$ cat src/rtl/video_read_arbiter_pkg.sv
// Shared types and widths for the two-master video read arbiter (package video_arb_pkg).
package video_arb_pkg;

    localparam int LEN_W  = 8;
    localparam int BEAT_W = 9;

    typedef enum logic [1:0] {
        IDLE = 2'd0,
        ADDR = 2'd1,
        DATA = 2'd2
    } state_t;

    typedef logic port_idx_t;

endpackage

$ cat src/rtl/video_read_arbiter_if.sv
// AXI-style read channel bundle (AR + R); master drives requests, slave answers.
interface video_read_arbiter_if
    import video_arb_pkg::*;
#(
    parameter int ADDR_W = 32,
    parameter int DATA_W = 32
) ();

    logic              ar_valid;
    logic              ar_ready;
    logic [ADDR_W-1:0] ar_payload_addr;
    logic [LEN_W-1:0]  ar_payload_len;
    logic [1:0]        ar_payload_burst;

    logic              r_valid;
    logic              r_ready;
    logic [DATA_W-1:0] r_payload_data;
    logic              r_payload_last;

    modport master (
        output ar_valid, ar_payload_addr, ar_payload_len, ar_payload_burst, r_ready,
        input  ar_ready, r_valid, r_payload_data, r_payload_last
    );

    modport slave (
        input  ar_valid, ar_payload_addr, ar_payload_len, ar_payload_burst, r_ready,
        output ar_ready, r_valid, r_payload_data, r_payload_last
    );

endinterface

$ cat src/rtl/video_arb_beat_check.sv
// Counts accepted R beats of the current burst and raises a sticky flag when
// the last marker disagrees with the requested length.
module video_arb_beat_check
    import video_arb_pkg::*;
(
    input  logic             clk,
    input  logic             reset_n,
    input  logic             clear,
    input  logic             handshake,
    input  logic             last,
    input  logic [LEN_W-1:0] len,
    output logic             len_err
);

    logic [BEAT_W-1:0] beat_cnt_reg;
    logic              at_len;

    assign at_len = (beat_cnt_reg == BEAT_W'(len));

    always_ff @(posedge clk or negedge reset_n) begin
        if (!reset_n) begin
            beat_cnt_reg <= '0;
        end else if (clear) begin
            beat_cnt_reg <= '0;
        end else if (handshake) begin
            beat_cnt_reg <= beat_cnt_reg + 1'b1;
        end
    end

    // Mismatch either way: last too early/late, or final index reached without last.
    always_ff @(posedge clk or negedge reset_n) begin
        if (!reset_n) begin
            len_err <= 1'b0;
        end else if (handshake && (last != at_len)) begin
            len_err <= 1'b1;
        end
    end

endmodule

$ cat src/rtl/video_read_arbiter.sv
// Two-master AXI read arbiter, one burst outstanding. Define VIDEO_ARB_ROUND_ROBIN_EN
// for round-robin tie-breaking; otherwise master 0 has fixed priority.
module video_read_arbiter
    import video_arb_pkg::*;
#(
    parameter int ADDR_W = 32,
    parameter int DATA_W = 32
) (
    input  logic                 clk,
    input  logic                 reset_n,
    video_read_arbiter_if.slave  m0,
    video_read_arbiter_if.slave  m1,
    video_read_arbiter_if.master s,
    output logic                 len_err
);

    state_t            state_reg, state_next;
    port_idx_t         grant_reg, grant_sel;
    logic [ADDR_W-1:0] addr_reg;
    logic [LEN_W-1:0]  len_reg;
    logic [1:0]        burst_reg;
    logic [DATA_W-1:0] r_data;
    logic              any_req, mg_r_ready, r_hs, ar_hs;

    assign any_req    = m0.ar_valid | m1.ar_valid;
    assign mg_r_ready = grant_reg ? m1.r_ready : m0.r_ready;
    assign r_hs       = (state_reg == DATA) && s.r_valid && mg_r_ready;
    assign ar_hs      = (state_reg == ADDR) && s.ar_ready;

`ifdef VIDEO_ARB_ROUND_ROBIN_EN
    // grant_reg keeps the previous winner, so a tie goes to the other port.
    always_comb begin
        if (m0.ar_valid && m1.ar_valid) begin
            grant_sel = ~grant_reg;
        end else begin
            grant_sel = ~m0.ar_valid;
        end
    end
`else
    always_comb begin
        grant_sel = ~m0.ar_valid;
    end
`endif

    always_ff @(posedge clk or negedge reset_n) begin
        if (!reset_n) begin
            state_reg <= IDLE;
        end else begin
            state_reg <= state_next;
        end
    end

    always_comb begin
        state_next = state_reg;
        case (state_reg)
            IDLE:    if (any_req) state_next = ADDR;
            ADDR:    if (s.ar_ready) state_next = DATA;
            DATA:    if (r_hs && s.r_payload_last) state_next = IDLE;
            default: state_next = IDLE;
        endcase
    end

    always_ff @(posedge clk or negedge reset_n) begin
        if (!reset_n) begin
            grant_reg <= 1'b1;
            addr_reg  <= '0;
            len_reg   <= '0;
            burst_reg <= '0;
        end else if ((state_reg == IDLE) && any_req) begin
            grant_reg <= grant_sel;
            addr_reg  <= grant_sel ? m1.ar_payload_addr  : m0.ar_payload_addr;
            len_reg   <= grant_sel ? m1.ar_payload_len   : m0.ar_payload_len;
            burst_reg <= grant_sel ? m1.ar_payload_burst : m0.ar_payload_burst;
        end
    end

    // Handshake outputs; ar_ready is gated by reset_n so it drops the instant reset asserts.
    always_comb begin
        m0.ar_ready = 1'b0;
        m1.ar_ready = 1'b0;
        m0.r_valid  = 1'b0;
        m1.r_valid  = 1'b0;
        s.ar_valid  = 1'b0;
        s.r_ready   = 1'b0;
        case (state_reg)
            IDLE: begin
                if (reset_n && any_req) begin
                    m0.ar_ready = ~grant_sel;
                    m1.ar_ready = grant_sel;
                end
            end
            ADDR: s.ar_valid = 1'b1;
            DATA: begin
                m0.r_valid = s.r_valid & ~grant_reg;
                m1.r_valid = s.r_valid & grant_reg;
                s.r_ready  = mg_r_ready;
            end
            default: ;
        endcase
    end

    assign s.ar_payload_addr  = addr_reg;
    assign s.ar_payload_len   = len_reg;
    assign s.ar_payload_burst = burst_reg;

    assign r_data            = s.r_payload_data;
    assign m0.r_payload_data = r_data;
    assign m1.r_payload_data = r_data;
    assign m0.r_payload_last = s.r_payload_last;
    assign m1.r_payload_last = s.r_payload_last;

    video_arb_beat_check u_beat_check (
        .clk       (clk),
        .reset_n   (reset_n),
        .clear     (ar_hs),
        .handshake (r_hs),
        .last      (s.r_payload_last),
        .len       (len_reg),
        .len_err   (len_err)
    );

endmodule

$ cat src/flat_wrapper.sv
// flat-port wrapper written by rule: the top's interface ports become plain ports
module video_read_arbiter_flat import video_arb_pkg::*;
#(
    parameter int ADDR_W = 32,
    parameter int DATA_W = 32
)
  (clk, reset_n, len_err, m0_ar_valid, m0_ar_payload_addr, m0_ar_payload_len, m0_ar_payload_burst, m0_r_ready, m0_ar_ready, m0_r_valid, m0_r_payload_data, m0_r_payload_last, m1_ar_valid, m1_ar_payload_addr, m1_ar_payload_len, m1_ar_payload_burst, m1_r_ready, m1_ar_ready, m1_r_valid, m1_r_payload_data, m1_r_payload_last, s_ar_valid, s_ar_payload_addr, s_ar_payload_len, s_ar_payload_burst, s_r_ready, s_ar_ready, s_r_valid, s_r_payload_data, s_r_payload_last);
  video_read_arbiter_if #(.ADDR_W(ADDR_W), .DATA_W(DATA_W)) m0_i ();
  video_read_arbiter_if #(.ADDR_W(ADDR_W), .DATA_W(DATA_W)) m1_i ();
  video_read_arbiter_if #(.ADDR_W(ADDR_W), .DATA_W(DATA_W)) s_i ();
  input  logic clk;
  input  logic reset_n;
  output logic len_err;
  input wire logic [$bits(m0_i.ar_valid)-1:0] m0_ar_valid;
  input wire logic [$bits(m0_i.ar_payload_addr)-1:0] m0_ar_payload_addr;
  input wire logic [$bits(m0_i.ar_payload_len)-1:0] m0_ar_payload_len;
  input wire logic [$bits(m0_i.ar_payload_burst)-1:0] m0_ar_payload_burst;
  input wire logic [$bits(m0_i.r_ready)-1:0] m0_r_ready;
  output wire logic [$bits(m0_i.ar_ready)-1:0] m0_ar_ready;
  output wire logic [$bits(m0_i.r_valid)-1:0] m0_r_valid;
  output wire logic [$bits(m0_i.r_payload_data)-1:0] m0_r_payload_data;
  output wire logic [$bits(m0_i.r_payload_last)-1:0] m0_r_payload_last;
  input wire logic [$bits(m1_i.ar_valid)-1:0] m1_ar_valid;
  input wire logic [$bits(m1_i.ar_payload_addr)-1:0] m1_ar_payload_addr;
  input wire logic [$bits(m1_i.ar_payload_len)-1:0] m1_ar_payload_len;
  input wire logic [$bits(m1_i.ar_payload_burst)-1:0] m1_ar_payload_burst;
  input wire logic [$bits(m1_i.r_ready)-1:0] m1_r_ready;
  output wire logic [$bits(m1_i.ar_ready)-1:0] m1_ar_ready;
  output wire logic [$bits(m1_i.r_valid)-1:0] m1_r_valid;
  output wire logic [$bits(m1_i.r_payload_data)-1:0] m1_r_payload_data;
  output wire logic [$bits(m1_i.r_payload_last)-1:0] m1_r_payload_last;
  output wire logic [$bits(s_i.ar_valid)-1:0] s_ar_valid;
  output wire logic [$bits(s_i.ar_payload_addr)-1:0] s_ar_payload_addr;
  output wire logic [$bits(s_i.ar_payload_len)-1:0] s_ar_payload_len;
  output wire logic [$bits(s_i.ar_payload_burst)-1:0] s_ar_payload_burst;
  output wire logic [$bits(s_i.r_ready)-1:0] s_r_ready;
  input wire logic [$bits(s_i.ar_ready)-1:0] s_ar_ready;
  input wire logic [$bits(s_i.r_valid)-1:0] s_r_valid;
  input wire logic [$bits(s_i.r_payload_data)-1:0] s_r_payload_data;
  input wire logic [$bits(s_i.r_payload_last)-1:0] s_r_payload_last;
  assign m0_i.ar_valid = m0_ar_valid;
  assign m0_i.ar_payload_addr = m0_ar_payload_addr;
  assign m0_i.ar_payload_len = m0_ar_payload_len;
  assign m0_i.ar_payload_burst = m0_ar_payload_burst;
  assign m0_i.r_ready = m0_r_ready;
  assign m0_ar_ready = m0_i.ar_ready;
  assign m0_r_valid = m0_i.r_valid;
  assign m0_r_payload_data = m0_i.r_payload_data;
  assign m0_r_payload_last = m0_i.r_payload_last;
  assign m1_i.ar_valid = m1_ar_valid;
  assign m1_i.ar_payload_addr = m1_ar_payload_addr;
  assign m1_i.ar_payload_len = m1_ar_payload_len;
  assign m1_i.ar_payload_burst = m1_ar_payload_burst;
  assign m1_i.r_ready = m1_r_ready;
  assign m1_ar_ready = m1_i.ar_ready;
  assign m1_r_valid = m1_i.r_valid;
  assign m1_r_payload_data = m1_i.r_payload_data;
  assign m1_r_payload_last = m1_i.r_payload_last;
  assign s_ar_valid = s_i.ar_valid;
  assign s_ar_payload_addr = s_i.ar_payload_addr;
  assign s_ar_payload_len = s_i.ar_payload_len;
  assign s_ar_payload_burst = s_i.ar_payload_burst;
  assign s_r_ready = s_i.r_ready;
  assign s_i.ar_ready = s_ar_ready;
  assign s_i.r_valid = s_r_valid;
  assign s_i.r_payload_data = s_r_payload_data;
  assign s_i.r_payload_last = s_r_payload_last;
  video_read_arbiter #(.ADDR_W(ADDR_W), .DATA_W(DATA_W)) u_core (.clk(clk), .reset_n(reset_n), .m0(m0_i), .m1(m1_i), .s(s_i), .len_err(len_err));
endmodule
$ cat config.mk
export PLATFORM = sky130hd
export DESIGN_NAME = video_read_arbiter_flat
export DESIGN_NICKNAME = d
export VERILOG_FILES = /design/src/rtl/video_read_arbiter_pkg.sv /design/src/rtl/video_read_arbiter_if.sv /design/src/rtl/video_arb_beat_check.sv /design/src/rtl/video_read_arbiter.sv /design/src/flat_wrapper.sv
export SDC_FILE = /design/constraint.sdc
export NUM_CORES = 1
export LEC_CHECK = 0
export ABC_CLOCK_PERIOD_IN_PS = 2700
export CAP_MARGIN = 25
export CORE_MARGIN = 4
export CORE_UTILIZATION = 35
export CTS_BUF_LIST = sky130_fd_sc_hd__clkbuf_4
export CTS_CLUSTER_DIAMETER = 40
export DETAILED_ROUTE_END_ITERATION = 10
export PLACE_DENSITY = 0.79
export REMOVE_ABC_BUFFERS = 1
export SLEW_MARGIN = 20
export SYNTH_ARGS = -nofsm -noshare
export SYNTH_HDL_FRONTEND = slang
export SYNTH_SLANG_ARGS = --single-unit
export TNS_END_PERCENT = 50
$ cat constraint.sdc
create_clock -name clk -period 2.7 [get_ports clk]
set_clock_uncertainty 0.2 [all_clocks]
set_input_delay 0.675 -clock clk [delete_from_list [all_inputs] [get_ports clk]]
set_output_delay 0.675 -clock clk [all_outputs]
set_load 0.02 [all_outputs]
==> results.py, run 1 <==
metrics = {
    "placement": {
        "place_area_sq_mm": 0.00423,
        "hpwl_mm": 8.10,
        "gp_congestion": 0.847,
        "io_buffers": 143,
    },
    "clocking": {
        "max-clock-path-buffers": 2,
        "worstSkewPairLatency_ps": 370,
        "numCtsBuffers": 5,
        "clk_pin_slew_ps": 160,
        "cts-root-buf": "clkbuf_4",
        "clkSinkCount": 55,
        "htree_levels": 2,
        "cts_tree": "built",
    },
    "grt": {
        "antenna_found_initial": 0,
        "grt_pass1_vias": 2531,
        "grt_use_total_pct": 18.5,
        "grt-ovfl-total": 0,
        "grt_pass1_wl_mm": 14.4,
        "grt_max_degree": 88,
    },
    "worst_setup_path": {
        "required_ps": 1820,
        "path_delay_family": "buffers and inverters",
        "cp.buffers_inverters": 2,
        "cp_cell_sequence": "clkdlybuf4s50_1 -> nand3b_1 -> nor2_1 -> dlygate4sd2_1",
        "worstSetupStartpointType": "input pin",
        "slowest_delay_ps": 460,
        "crit_path_end_kind": "output pin",
        "arrival_ps": 1680,
        "cp_slowest_cell": "clkdlybuf4s50_1",
        "critical_path_class": "in -> out",
        "crit_fanout": 3,
    },
    "cells_and_area": {
        "syn2layout_area_growth_pct": 34.8,
        "seqCellArea_sq_mm": 0.00138,
        "multi_input_area_sq_mm": 0.00124,
        "fin_util_pct": 48.9,
        "n_fill_cell": 816,
        "antennaDiodeCount": 0,
        "final_common_cell": "clkdlybuf4s50_1",
        "drive_above_1_share_pct": 5.60,
        "finalNetCount": 536,
        "largest_reg_flops": 32,
        "mostFrequentLayoutCells": "clkdlybuf4s50_1, dfrtp_1, nand2_1, o21ai_0, mux2i_1",
        "design_area_sq_mm": 0.00429,
    },
    "synthesis": {
        "synth_top_flop_cell": "dfrtp_1",
        "synth.distinct_cells": 33,
        "ys_warn_count": 0,
        "syn-cell-area_sq_mm": 0.00318,
        "synth_top_family_by_area": "buffers and inverters",
        "synthCells": 336,
        "synth_fa_ha_area_share_pct": 0.393,
        "syn_avg_cell_area_sq_um": 9.47,
        "synthXorXnorAreaFrac_pct": 3.58,
        "synth-seq-cells": 55,
        "synth_compound_area_share_pct": 8.57,
        "synth_edf_count": 0,
        "synthArstFlopShare_pct": 100,
        "synthMuxAreaShare_pct": 14.0,
        "yosys.area_share.simple_pct": 12.0,
        "ys_seq_area_share_pct": 43.3,
    },
    "min_path": {
        "hp-class": "in -> async",
    },
    "power_and_ir_drop": {
        "ir_drop_v": 0.000443,
        "power_density_mw_per_mm2": 874,
        "power_leakage_nw": 1.94,
        "design_power_total_mw": 3.75,
    },
    "route": {
        "drtIter0Drc": 40,
        "drtPass1Iterations": 4,
        "ant_nets": 0,
        "wl_mm": 9.97,
        "vias": 2520,
        "viasPerCell": 4.86,
        "drc": 0,
        "wl_per_cell_um": 19.2,
    },
    "die": {
        "num_io_pins": 240,
        "initial_core_util_pct": 36.3,
        "fp.dieH_um": 103,
        "coreArea_sq_mm": 0.00876,
        "dieArea_sq_mm": 0.0107,
        "rows": 34,
        "die_w_um": 103,
    },
    "sta": {
        "slew_viol_final": 0,
        "fmax_ghz": 0.391,
        "timing.slew.headroom_pct": 51.7,
        "period_share_pct": 94.6,
        "worst_pin_slew_ps": 724,
        "setup_violations": 0,
        "finalHoldWorstSlack_ps": 248,
        "finalHoldViolCount": 0,
        "rsz0062_at_grt": "false",
        "period_minus_slack_ps": 2550,
    },
    "status": {
        "status": "complete, no violations",
    },
    "job": {
        "drv_cap": 0,
    },
}
routing by layer:
metal	up-vias	global-route usage, %	routed length (um)
met3	13	16.2	1930
met2	184	25.0	3930
met1	1117	21.1	3860
li1	1202	-	-
met5	-	12.0	142
met4	4	3.78	102
cell type report:
class | count | share of cell area (%)
Timing Repair Buffer | 150 | 34.4
Inverter | 3 | 0.263
Sequential cell | 55 | 32.1
Multi-Input combinational cell | 195 | 28.9
Clock buffer | 5 | 0.875
Clock inverter | 3 | 0.350
Tap cell | 108 | 3.15
per-stage QoR:
| stage | setup TNS (ps) | worst slack, ps | std cells |
|---|---|---|---|
| 6_report | 0 | 145 | 519 |
| 5_1_grt | 0 | 71.5 | 519 |
| 4_1_cts | 0 | 2.10 | 519 |
| 3_5_place_dp | -372 | -137 | 511 |
| 3_3_place_gp | -310 | -109 | 511 |
| 2_1_floorplan | -54550 | -1840 | 253 |
where the power goes:
group / total [mW] / switching, mW / internal, mW
clock network: 0.349 / 0.253 / 0.0963
registers: 1.40 / 0.225 / 1.18
logic: 2.00 / 1.06 / 0.938
logic make-up (layout without fill, tap and decap cells):
| logic type | after synthesis | after routing |
|---|---|---|
| AO/OA/AOI/OAI | 54 | 54 |
| multiplexers | 44 | 44 |
| adder cells (fa/ha/maj) | 1 | 1 |
| AND/OR/NAND/NOR | 83 | 83 |
| XOR/XNOR | 13 | 13 |
| flip-flops | 55 | 55 |
| buffers and inverters | 86 | 161 |
synth_stat cells (all sizes together), types with 3 or more instances:
library cell,number,share of area [%]
o21ai,48,7.6
a21oi,5,0.79
nor3,3,0.47
clkbuf,8,0.98
nand3,3,0.47
or3,3,0.59
nor4,3,0.59
inv,3,0.35
dfrtp,54,42
mux2i,44,14
xor2,8,2.2
xnor2,5,1.4
nor2,11,1.3
nand2,47,5.5
buf,75,17
worst paths after layout:
path | depth (start not counted) | slack, ps | to | start
max in group asynchronous | 2 | 1550 | u_core.s.ar_payload_addr[6] | reset_n
max | 4 | 150 | m0_r_valid | s_r_valid
max reg2reg | 5 | 810 | u_core.u_beat_check.len_err | u_core.grant_reg
min in group clk | 2 | 290 | u_core.s.ar_payload_addr[17] | u_core.s.ar_payload_addr[17]
min reg2reg | 2 | 290 | u_core.s.ar_payload_addr[17] | u_core.s.ar_payload_addr[17]
min | 2 | 250 | u_core.u_beat_check.len_err | reset_n
timing repair:
| item | CTS | global route |
|---|---|---|
| hold buffers | 0 | 0 |
| buffers inserted | 0 | 0 |
| endpoints found under the setup margin | 4 | 3 |
| gates resized for setup | 4 | 3 |
| endpoints found under the hold margin | 0 | 0 |
No activity file was read; power rests on OpenSTA's default activity.
==> inputs of run 2 (changes only) <==
--- a/config.mk
+++ b/config.mk
@@ -14,7 +14,6 @@
 export DETAILED_ROUTE_END_ITERATION = 10
 export PLACE_DENSITY = 0.79
 export REMOVE_ABC_BUFFERS = 1
-export SLEW_MARGIN = 20
 export SYNTH_ARGS = -nofsm -noshare
 export SYNTH_HDL_FRONTEND = slang
 export SYNTH_SLANG_ARGS = --single-unit
==> constraint.sdc (replaced) <==
create_clock -name clk -period 2.7 [get_ports clk]
set_clock_uncertainty 0.2 [all_clocks]
set_input_delay 0.405 -clock clk [delete_from_list [all_inputs] [get_ports clk]]
set_output_delay 0.405 -clock clk [all_outputs]
set_load 0.02 [all_outputs]
==> run 2 against run 1 <==
- final cell count did not move
- critical path depth did not move
- non-clock buffer count did not move
- die area did not move
- via count rose by 2.1%
- largest cell class unchanged
- highest routed layer unchanged
- total power rose by 0.25%
- global-route usage fell by 0.37 points
- worst hold slack improved by 45 ps
==> results.py, run 2 (synthesis results as in run 1) <==
metrics = {
    "power_and_ir_drop": {
        "p_sw_mw": 1.53,
        "share_comb_of_total_power_pct": 53.3,
        "power_density_mw_per_mm2": 873,
        "seq_power_share_pct": 37.5,
        "switching_share_pct": 40.7,
        "p_int_mw": 2.23,
        "power_leakage_nw": 1.93,
        "power_frac_clock_pct": 9.2,
        "design_power_total_mw": 3.76,
        "ir_drop_v": 0.000426,
    },
    "die": {
        "rows": 34,
        "num_io_pins": 240,
        "initial_core_util_pct": 36.3,
        "fp.dieH_um": 103,
        "die_w_um": 103,
        "dieArea_sq_mm": 0.0107,
        "coreArea_sq_mm": 0.00876,
    },
    "worst_setup_path": {
        "arrival_ps": 1820,
        "crit_path_end_kind": "output pin",
        "critical_path_class": "in -> out",
        "crit_fanout": 4,
        "required_ps": 2100,
        "worstSetupStartpointType": "input pin",
    },
    "cells_and_area": {
        "mostFrequentLayoutCells": "clkdlybuf4s50_1, dfrtp_1, nand2_1, o21ai_0, mux2i_1",
        "seqCellArea_sq_mm": 0.00138,
        "final_common_cell": "clkdlybuf4s50_1",
        "syn2layout_area_growth_pct": 35.2,
        "drive_above_1_share_pct": 4.87,
        "largest_reg_flops": 32,
        "antennaDiodeCount": 0,
        "n_fill_cell": 824,
        "multi_input_area_sq_mm": 0.00124,
        "fin_util_pct": 49.1,
        "finalNetCount": 536,
    },
    "placement": {
        "gp_congestion": 0.817,
        "pre_cts_slack_ps": 170,
        "io_buffers": 143,
        "hpwl_mm": 8.18,
    },
    "route": {
        "drc": 0,
        "viasPerCell": 4.96,
        "wl_mm": 9.95,
        "drtPass1Iterations": 4,
        "vias": 2572,
        "wl_per_cell_um": 19.2,
        "ant_nets": 0,
        "drtIter0Drc": 76,
    },
    "sta": {
        "period_minus_slack_ps": 2430,
        "setup_violations": 0,
        "setup_ws_ps": 274,
        "slew_viol_final": 0,
        "finalHoldViolCount": 0,
        "worst_pin_slew_ps": 709,
        "rsz0062_at_grt": "false",
        "period_share_pct": 89.8,
        "timing.slew.headroom_pct": 52.7,
        "setup_tns_ps": 0,
        "fmax_ghz": 0.412,
    },
    "grt": {
        "grt_pass1_wl_mm": 14.1,
        "grt_pass1_vias": 2550,
        "antenna_found_initial": 0,
        "grt_max_degree": 88,
        "grt_use_total_pct": 18.1,
        "grt-ovfl-total": 0,
    },
    "clocking": {
        "cts-root-buf": "clkbuf_4",
        "cts_tree": "built",
        "clk_pin_slew_ps": 140,
        "htree_levels": 2,
        "clkSinkCount": 55,
        "max-clock-path-buffers": 2,
        "numCtsBuffers": 5,
        "worstSkewPairLatency_ps": 350,
    },
    "job": {
        "drv_cap": 0,
    },
    "status": {
        "status": "complete, no violations",
    },
    "min_path": {
        "hp-class": "reg -> reg",
    },
}
## run 2: worst max-delay path, stage by stage
cell and delay [ps]:
dlygate4sd3_1 520, buf_2 140, and3_1 150, clkdlybuf4s50_1 600
## run 2: metrics by stage
| stage | cells | instance area (sq um) | hold WS [ps] |
|---|---|---|---|
| 2_1_floorplan | 253 | 2610 | -90.6 |
| 3_3_place_gp | 510 | 4230 | 247 |
| 3_5_place_dp | 510 | 4230 | 255 |
| 4_1_cts | 519 | 4300 | 294 |
| 5_1_grt | 519 | 4300 | 306 |
| 6_report | 519 | 4300 | 293 |
## run 2: cell type report
type / count / share of cell area, %
clock buffers: 6 / 1.05
clock inverters: 2 / 0.175
inverters: 3 / 0.262
multi-input cells: 195 / 28.9
flip-flops and latches: 55 / 32.0
well taps: 108 / 3.14
repair buffers: 150 / 34.4
## run 2: layer usage
metal	GRT usage, %	wire length (um)	vias to the layer above
met5	12.0	142	-
met4	3.88	98	4
met3	16.4	2050	13
met2	24.6	3920	198
met1	20.2	3730	1151
li1	-	-	1206
## run 2: timing repair
| item | in CTS | in global routing |
|---|---|---|
| setup buffers | 0 | 0 |
| endpoints found under the hold margin | 54 | 0 |
| hold buffers | 1 | 0 |
| setup endpoints to repair | 1 | 2 |
| gates resized for setup | 1 | 2 |
## run 2: worst paths after layout
path,start,end,slack [ps],cells after the start
min in group asynchronous,reset_n,u_core.state_reg[1],390,3
max in group asynchronous,reset_n,u_core.s.ar_payload_addr[10],1510,3
setup reg to reg,u_core.grant_reg,u_core.u_beat_check.len_err,760,4
setup / recovery,reset_n,m0_ar_ready,270,4
hold / removal,u_core.s.ar_payload_addr[30],u_core.s.ar_payload_addr[30],290,2
hold reg to reg,u_core.s.ar_payload_addr[30],u_core.s.ar_payload_addr[30],290,2
## run 2: power by group through the flow
| stage | sequential (mW) | clock (mW) | combinational, mW |
|---|---|---|---|
| after floorplan | 1.79 | 0 | 0.601 |
| after global placement | 1.41 | 0 | 1.99 |
| after detailed placement | 1.43 | 0 | 2.02 |
| after CTS | 1.42 | 0.373 | 2.04 |
| after global routing | 1.46 | 0.404 | 2.18 |
| final | 1.41 | 0.345 | 2.00 |
